===== config.mk =====
export PLATFORM = sky130hd
export DESIGN_NAME = msdf_otf_converter
export DESIGN_NICKNAME = d
export VERILOG_FILES = /design/src/rtl/msdf_pkg.sv /design/src/rtl/msdf_otf_converter_otf_step.sv /design/src/rtl/msdf_otf_converter.sv
export SDC_FILE = /design/constraint.sdc
export NUM_CORES = 1
export LEC_CHECK = 0
export CAP_MARGIN = 30
export CORE_UTILIZATION = 42
export CTS_BUF_LIST = sky130_fd_sc_hd__clkbuf_2 sky130_fd_sc_hd__clkbuf_4 sky130_fd_sc_hd__clkbuf_8
export DETAILED_ROUTE_END_ITERATION = 16
export PLACE_DENSITY = 0.59
export SETUP_SLACK_MARGIN = 0.1
export SLEW_MARGIN = 20
export SYNTH_ARGS = -nofsm -noshare
export SYNTH_HDL_FRONTEND = slang
export SYNTH_HIERARCHICAL = 1
export SYNTH_SLANG_ARGS = --single-unit

===== constraint.sdc =====
create_clock -name clk -period 2.75 [get_ports clk]
set_clock_uncertainty 0.15 [all_clocks]
set_input_delay 0.55 -clock clk [delete_from_list [all_inputs] [get_ports clk]]
set_output_delay 0.55 -clock clk [all_outputs]
set_load 0.1 [all_outputs]

===== src/rtl/msdf_pkg.sv =====
// Shared signed-digit encodings and converter state encoding for the MSDF datapath.
package msdf_pkg;

    localparam logic [1:0] DIG_POS  = 2'b10;
    localparam logic [1:0] DIG_NEG  = 2'b01;
    localparam logic [1:0] DIG_ZERO = 2'b00;

    typedef enum logic [1:0] {
        IDLE = 2'd0,
        CONV = 2'd1,
        DONE = 2'd2
    } otf_state_e;

endpackage


===== src/rtl/msdf_otf_converter_otf_step.sv =====
// One on-the-fly conversion step: appends a signed digit to the Q / QM pair (QM = Q - 1).
module otf_step
    import msdf_pkg::*;
#(
    parameter int W = 9
) (
    input  logic [W-1:0] q,
    input  logic [W-1:0] qm,
    input  logic [1:0]   digit,
    output logic [W-1:0] q_next,
    output logic [W-1:0] qm_next
);

    always_comb begin
        q_next  = {q[W-2:0], 1'b0};
        qm_next = {qm[W-2:0], 1'b1};
        case (digit)
            DIG_POS: begin
                q_next  = {q[W-2:0], 1'b1};
                qm_next = {q[W-2:0], 1'b0};
            end
            DIG_NEG: begin
                q_next  = {qm[W-2:0], 1'b1};
                qm_next = {qm[W-2:0], 1'b0};
            end
            // 2'b11 is not a legal digit and converts as zero
            default: begin
                q_next  = {q[W-2:0], 1'b0};
                qm_next = {qm[W-2:0], 1'b1};
            end
        endcase
    end

endmodule


===== src/rtl/msdf_otf_converter.sv =====
// Frames N MSD-first signed digits into an (N+1)-bit two's-complement result via on-the-fly conversion.
// Optional sticky illegal-digit flag (digit_err) enabled by MSDF_OTF_DIGIT_CHECK_EN.
module msdf_otf_converter
    import msdf_pkg::*;
#(
    parameter int N = 8
) (
    input  logic         clk,
    input  logic         reset,
`ifdef MSDF_OTF_DIGIT_CHECK_EN
    output logic         digit_err,
`endif
    input  logic         in_valid,
    input  logic         in_first,
    input  logic [1:0]   in_digit,
    output logic         in_ready,
    output logic         out_valid,
    input  logic         out_ready,
    output logic [N:0]   res
);

    localparam int CW = $clog2(N + 1);

    otf_state_e     state_q, state_d;
    logic [N:0]     q_q, q_d;
    logic [N:0]     qm_q, qm_d;
    logic [N:0]     res_q, res_d;
    logic [CW-1:0]  count_q, count_d;
    logic           out_valid_q, out_valid_d;

    logic           accept;
    logic           take;
    logic [N:0]     q_seed, qm_seed;
    logic [N:0]     q_step, qm_step;
    logic [CW-1:0]  cnt_step;

    assign in_ready  = (state_q != DONE) || out_ready;
    assign out_valid = out_valid_q;
    assign res       = res_q;

    // A first digit always starts from the empty-fraction seed, which also covers restart.
    assign q_seed  = in_first ? '0 : q_q;
    assign qm_seed = in_first ? '1 : qm_q;

    otf_step #(.W(N + 1)) u_step (
        .q       (q_seed),
        .qm      (qm_seed),
        .digit   (in_digit),
        .q_next  (q_step),
        .qm_next (qm_step)
    );

    always_comb begin
        accept      = in_valid && in_ready;
        take        = accept && (in_first || (state_q == CONV));
        cnt_step    = in_first ? CW'(1) : count_q + CW'(1);
        state_d     = state_q;
        q_d         = q_q;
        qm_d        = qm_q;
        res_d       = res_q;
        count_d     = count_q;
        out_valid_d = out_valid_q;

        if ((state_q == DONE) && out_ready) begin
            state_d     = IDLE;
            out_valid_d = 1'b0;
        end

        if (take) begin
            q_d  = q_step;
            qm_d = qm_step;
            if (cnt_step == CW'(N)) begin
                state_d     = DONE;
                res_d       = q_step;
                out_valid_d = 1'b1;
                count_d     = '0;
            end else begin
                state_d     = CONV;
                count_d     = cnt_step;
            end
        end
    end

    always_ff @(posedge clk or negedge reset) begin
        if (!reset) begin
            state_q     <= IDLE;
            q_q         <= '0;
            qm_q        <= '1;
            res_q       <= '0;
            count_q     <= '0;
            out_valid_q <= 1'b0;
        end else begin
            state_q     <= state_d;
            q_q         <= q_d;
            qm_q        <= qm_d;
            res_q       <= res_d;
            count_q     <= count_d;
            out_valid_q <= out_valid_d;
        end
    end

`ifdef MSDF_OTF_DIGIT_CHECK_EN
    logic digit_err_q, digit_err_d;

    assign digit_err   = digit_err_q;
    assign digit_err_d = digit_err_q || (accept && (in_digit == 2'b11));

    always_ff @(posedge clk or negedge reset) begin
        if (!reset) begin
            digit_err_q <= 1'b0;
        end else begin
            digit_err_q <= digit_err_d;
        end
    end
`endif

endmodule


Yosys cells after proc, flatten, opt, wreduce, memory -nomap -nowiden:

Cells that the tools add are included.

* output and inout bits: 11
* register bits: 32
* input port bits: 7
* logic and storage cells: 32

* mux-type cells: 12
* equality and inequality tests: 6
* $add $sub $neg: 1
* reductions and logical operators: 7

Operators by type and width (count)
* $pmux W9 S2: 1
* $mux W8: 2
* $pmux W8 S2: 1
* $mux W4: 2
* $mux W2: 3
* $add A4 B1 Y4 const B: 1
* $eq A2 B1 Y1 const B: 2
* $eq A2 B2 Y1 const B: 2
* $eq A4 B4 Y1 const B: 1
* $logic_and A1 B1 Y1: 3
* $mux W1: 3
* $logic_or A1 B1 Y1: 2
* $ne A2 B2 Y1 const B: 1
* $reduce_and A2 Y1: 1
* $reduce_bool A2 Y1: 1

Depth between registers and ports, before layout:

* depth in word-level cells: 5
* mapped depth: 6
* gate-level depth less buffers: 5

Cells and area by module:

Netlist, hierarchy kept.

Modules (own cells, without submodules)
* msdf_otf_converter: times used 1, area an instance 1541.5 um^2, cells each 118
* otf_step: times used 1, area an instance 234.0 um^2, cells each 29

Worst setup path before layout:

No wires, ideal clock.

* path type: input to register
* start: input port out_ready
* end: register q_q[4]
* required time: 2.475 ns
* path buffers: 1
* path slack: 0.269 ns
* stages: 4
* arrival: 2.206 ns
* path through: or3b_1 o211ai_2 buf_2 mux2_2

* longest elaborated chain between the ends: 3

RTL lines
* from (decl): line msdf_otf_converter.sv:18 `input logic out_ready,`
* $logic_or A1 B1 Y1: line msdf_otf_converter.sv:37 `assign in_ready = (state_q != DONE) || out_ready;`
* $logic_and A1 B1 Y1: line msdf_otf_converter.sv:54 `accept = in_valid && in_ready;`
* $logic_and A1 B1 Y1: line msdf_otf_converter.sv:55 `take = accept && (in_first || (state_q == CONV));`
* to (signal assigned): line msdf_otf_converter.sv:94 `q_q <= q_d;`
* to (decl): line msdf_otf_converter.sv:25 `logic [N:0] q_q, q_d;`

No other way between the ends.
A chain may end at the register's enable or synchronous reset.

Worst setup path in the final report:

* start: input port out_ready
* end: output port in_ready

* longest elaborated chain between the ends: 1

RTL lines
* $logic_or A1 B1 Y1: line msdf_otf_converter.sv:37
* to (decl): line msdf_otf_converter.sv:16 `output logic in_ready,`

No other way between the ends.

==> results.md <==
- Status: completed
- Layout cells sized above 1: 0.460
- CP arrival: ~1.7 ns
- H-tree depth: 2
- Slew margin rel.: 0.732
- Root Driver: clkbuf_8
- DRT Pass-1 Iters: 4
- Max Freq: 423 MHz
- Reg2reg setup slack: 0.52 ns
- Reg clk slew, reported paths: 0.06 ns
- Synthesized cell area: 1680 um^2
- Post-DP HPWL: 1970 um
- DR DRC count: 0
- Reg2reg path depth: 6
- Number of setup buffers added after CTS: 0
- Reg2Reg Launch Point: count_q[0]
- Reg2Reg Capture Point: res[8]
- First-pass GRT wire length: 5350 um
- # diodes: 0
- Max-slew violations: 0
- Tcrit/Tclk final: 0.860
- Worst Path Required: 2.05 ns
- Clock Path Buffers: 2
- Number of global-route vias before repair: 1,147
- Area Overhead vs Synth: 19.4%
- Lkg Pwr: 0.959 nW
- Total GRT Usage: 0.168
- Core Util, Final: 0.536
- Hold Path End: out_valid
- CTS tree: built
- Die width: 65.3 um
- Nets@finish: 172
- Initial drt markers: 16
- Clk sinks: 32
- VDD IR max: 0.000494 V
- Design area: 2010 um^2
- Worst hold margin: 0.345 ns
- Synth Area per Inst: 12.0 um^2
- RSZ-0062 raised after global routing: no
- Placement Cell Area: between 1500 and 2000 um^2
- Largest net degree at the start of global routing: 33
- Worst-Margin Slew: 0.402 ns
- Final setup fails: 0
- Vias: 1,094
- CTS buffer count: 5
- Die Ht: 65.3 um
- Post-Route WL: 2960 um
- Worst Setup End Kind: output pin
- Core area: 3740 um^2
- Synth warnings: 6
- Routed Antenna Nets: 0
- Port bufs: 17
- Routed vias/inst: 5.18
- Wire per inst: 14.0 um
- TNS Setup: 0 ns
- Crit-path max FO: 4
- Worst skew pair latency: 0.27 ns
- Fin crit period: 2.37 ns
- DIE AREA: 4260 um^2
- PwrDens: slightly above 700 nW/um^2
- Site Rows: 22
- Initial core utilization: 0.449
- Total grt overflow: 0
- Worst Setup Start Kind: input pin
- Initial antenna violation count: 0
- # resized after CTS: 0
- Hold Path Cell Cnt: 1
- MaxCap Viol Count: 0
- Final Hold Fails: 0
- Mapped Cells: 140
- HP Class: reg -> reg
- RePlAce Congestion: 0.680
- Syn Nets: 150
- I/O pin count: 18
- HP Start: out_valid
- # hold bufs at CTS: 0
- WS Path Type: in -> out
==> layer usage <==
metal / vias to the layer above / wire length, um / share of wire / GRT usage
met5: - / 0 / 0 / 0
met4: 0 / 23 / 0.0078 / 0.0625
met3: 2 / 108 / 0.037 / 0.0486
met2: 17 / 1360 / 0.46 / 0.272
met1: 536 / 1470 / 0.50 / 0.212
li1: 539 / - / - / -
==> cell type report <==
cell class	count	area, um^2
Inverter	5	18.8
Tap cell	48	60.1
Timing Repair Buffer	24	233
Multi-Input combinational cell	94	787
Fill cell	331	1740
Sequential cell	32	811
Clock buffer	8	97.6
==> per-stage QoR <==
stage	total power [W]	worst slack [ns]	instances
floorplan	0.000948	0.328	140
global placement	0.00104	0.224	203
detailed placement	0.00105	0.196	203
CTS	0.00144	0.382	211
global route	0.00150	0.331	211
finish	0.00142	0.384	211
==> worst max-delay path, cell delays in order <==
cell             delay (ns)
clkdlybuf4s50_1        0.45
or3b_1                 0.46
buf_12                 0.21
==> how the worst max path moves through the flow <==
stage | from | end | depth (start not counted)
detailed placement | in_digit[0] | res[4] | 6
floorplan | out_ready | q_q[4] | 4
global route | out_ready | in_ready | 3
global placement | in_digit[0] | res[4] | 6
CTS | out_ready | in_ready | 3
finish | out_ready | in_ready | 3
==> placed cells by master (no fill, tap or decap) <==
cell type         n
mux2_2           25
dfrtp_1          24
buf_4            15
a22o_1           15
nor2b_1          10
or2_2             8
dfstp_2           8
nand2_1           7
clkbuf_8          6
clkdlybuf4s50_1   6
inv_1             5
a21oi_1           3
o21ai_0           3
ha_1              3
buf_12            3
xor2_1            2
a21o_2            2
nor3_1            2
nor2_1            2
clkbuf_4          2
or2_1             2
or3b_1            1
nand3b_1          1
nand3_1           1
or3_4             1
and2b_2           1
nor4_4            1
o211ai_2          1
a22o_2            1
and4b_2           1
nand2b_1          1
==> registers in the layout (all words and copies together) (netlist names) <==
| name | count |
|---|---|
| qm_q | 8 |
| state_q | 2 |
| out_valid | 1 |
| q_q | 8 |
| res | 9 |
| count_q | 4 |
==> where the power goes <==
part / internal (W) / leakage, nW / switching, W
clock: 0.000224 / 0.0523 / 0.000162
combinational: 0.000168 / 0.506 / 0.000260
sequential: 0.000566 / 0.401 / 0.0000408
total: 0.000957 / 0.959 / 0.000463
Power figures use the tool's default switching activity.
==> edit, RTL diff (config.mk and constraints unchanged) <==
`q_q` and `res_q` no longer have a reset.
--- a/src/rtl/msdf_otf_converter.sv
+++ b/src/rtl/msdf_otf_converter.sv
@@ -84,19 +84,20 @@
     always_ff @(posedge clk or negedge reset) begin
         if (!reset) begin
             state_q     <= IDLE;
-            q_q         <= '0;
             qm_q        <= '1;
-            res_q       <= '0;
             count_q     <= '0;
             out_valid_q <= 1'b0;
         end else begin
             state_q     <= state_d;
-            q_q         <= q_d;
             qm_q        <= qm_d;
-            res_q       <= res_d;
             count_q     <= count_d;
             out_valid_q <= out_valid_d;
         end
+    end
+
+    always_ff @(posedge clk) begin
+        q_q   <= q_d;
+        res_q <= res_d;
     end
 
 `ifdef MSDF_OTF_DIGIT_CHECK_EN
Function: differs if reset is asserted again (counterexample within 10 cycles, from zero or initial values and one cycle with reset low); with reset held inactive, the same outputs for 10 cycles.
==> edit against the original RTL <==
  * Setup slack got worse by 0.049 ns
  * Sequential cell count unchanged
  * Design area decreased by 2.8%
  * Sequential share of layout area increased by 5.5 points
  * First-iteration DRC count increased to 4.4 times the old value
  * Via count decreased by 6.1%
  * Total power decreased by 3.7%
  * Largest cell class unchanged
  * Critical path depth unchanged
  * Combinational power decreased by 15%
  * Area after synthesis decreased by 0.37%
  * Routed wire length decreased by 1.3%
==> edit: results (changes against the original RTL) <==
Global route:
- The overall fraction of global-route tracks in use is 16.59% (was 16.82%).
- The maximum number of pins on one net before global-route repair is 16 (was 33).
- The global-route wire length before repair was 5050 um (was 5347 um).

Run status:
- Run status: complete, no violations (unchanged).

Finish:
- The clock buffer instance count of the final layout was 7 (was 8).
- The fraction of standard cell area that is sequential is 45.93% (was 40.40%).
- The non-clock inverter instance count of the final layout is 6 (was 5).
- The share of the final layout cell area in multi-input gates is 35.02% (was 39.21%).
- The share of final-layout standard cells stronger than drive strength 1 is 38.10% (was 46.01%).
- The fraction of cell area in non-clock buffers was 10.26% (was 11.60%).
- The number of nets in the layout is 156 (was 172).
- The total of fill cells in the finished design is 332 (was 331).
- The number of non-clock buffers in the layout is 23 (was 24).
- The number of sequential cells in the layout is 32 (unchanged).
- The share of final layout cell area taken by clock buffers and inverters is 4.554% (was 4.863%).
- The number of multi-input combinational cells is 78 (was 94).

Detailed routing:
- The first-iteration detailed-routing DRC count is 70 (was 16).
- The iteration count of the initial detailed-routing pass is 4 (unchanged).
- The total wire length came to 2918 um (was 2957 um).
- The via count is 1027 (was 1094).

Power and ir drop:
- The clock group share of total power is 26.6% (was 27.1%).
- The static leakage came to 0.8118 nW (was 0.9594 nW).
- The power density of the placed cells is 701.2 nW/um2 (was 707.7 nW/um2).
- The worst voltage drop across the vdd grid is 0.3024 mV (was 0.4941 mV).
- The power drawn by the sequential cells was 0.000642 W (was 0.000607 W).
- The internal power component is 0.0009648 W (was 0.0009574 W).

Critical path:
- The top fanout value on the critical path came to 5 (was 4).
- The capturing element of the worst setup path is in_ready (unchanged).
- The endpoint of the worst-slack reg-to-reg timing path is res[2]$_DFFE_PP_ (was res[8]$_DFFE_PN0P_).
- The data arrival time at the worst-slack endpoint was 1.71 ns (was 1.67 ns).
- The reg-to-reg setup timing slack is 0.74 ns (was 0.52 ns).
- The master of the slowest instance on the critical path is sky130_fd_sc_hd__or3b_1 (unchanged).
- The count of cells along the worst register-to-register path is 5 (was 6).
- The biggest cell delay along the critical path is 0.50 ns (was 0.46 ns).
- The timing startpoint of the critical path is out_ready (unchanged).

Yosys:
- The total number of yosys warnings is 6 (unchanged).
- The net count after synthesis is 135 (was 150).

Clocking:
- Clock latency on the worst-skew pair, taken at its later pin, is 0.28 ns.
- The post-cts repair resize count is 0 (unchanged).

STA:
- The minimum period implied by the final worst setup slack was 2.415 ns (was 2.366 ns).
- The measured slew at the worst slew-check pin is 0.6631 ns (was 0.4017 ns).

Placed design:
- The pre-CTS worst setup slack is 0.2538 ns (was 0.1958 ns).
- The detailed placement HPWL is 2084 um (was 1974 um).
- The final weighted congestion in routability-driven placement is 0.7886 (was 0.6798).
[edit: changes by cell type in the layout (fill, tap and decap cells not counted), sizes merged, moves of 3 or more]
cell    delta
dfrtp     -17
o21ai      -3
edfxtp    +17
nand2      -6
mux2      -15
a21oi      -3
[edit: per-layer routing]
layer  wire, um  track usage (%)  vias to the layer above
li1           -                -                      500
met1       1433            21.52                      504
met2       1340            23.83                       21
met3        116            4.688                        2
met4         28            11.41                        0
met5          0                0                        -
[edit: worst register-to-register path: stages (launching register included)]
cell and delay, ns:
sky130_fd_sc_hd__dfrtp_1 0.41, sky130_fd_sc_hd__ha_1 0.32, sky130_fd_sc_hd__and2b_1 0.24, sky130_fd_sc_hd__nand4_1 0.19
sky130_fd_sc_hd__nor4_2 0.18, sky130_fd_sc_hd__buf_4 0.22
[edit: through the flow]
stage	std cells	hold WS, ns	area (um2)
finish	195	0.3625	1951
global route	195	0.3930	1951
CTS	195	0.3636	1951
detailed placement	187	0.3385	1862
global placement	187	0.3128	1862
floorplan	125	0.1044	1674
[edit: worst min-delay path by stage]
stage                              from                     end  slack [ns]  cells after the start
finish              out_valid$_DFF_PN0_     out_valid$_DFF_PN0_        0.36                      2
global route        out_valid$_DFF_PN0_     out_valid$_DFF_PN0_        0.39                      2
global placement    out_valid$_DFF_PN0_     out_valid$_DFF_PN0_        0.31                      2
floorplan                         reset  count_q[0]$_DFFE_PN0P_        0.10                      0
CTS                 out_valid$_DFF_PN0_     out_valid$_DFF_PN0_        0.36                      2
detailed placement  out_valid$_DFF_PN0_     out_valid$_DFF_PN0_        0.34                      2
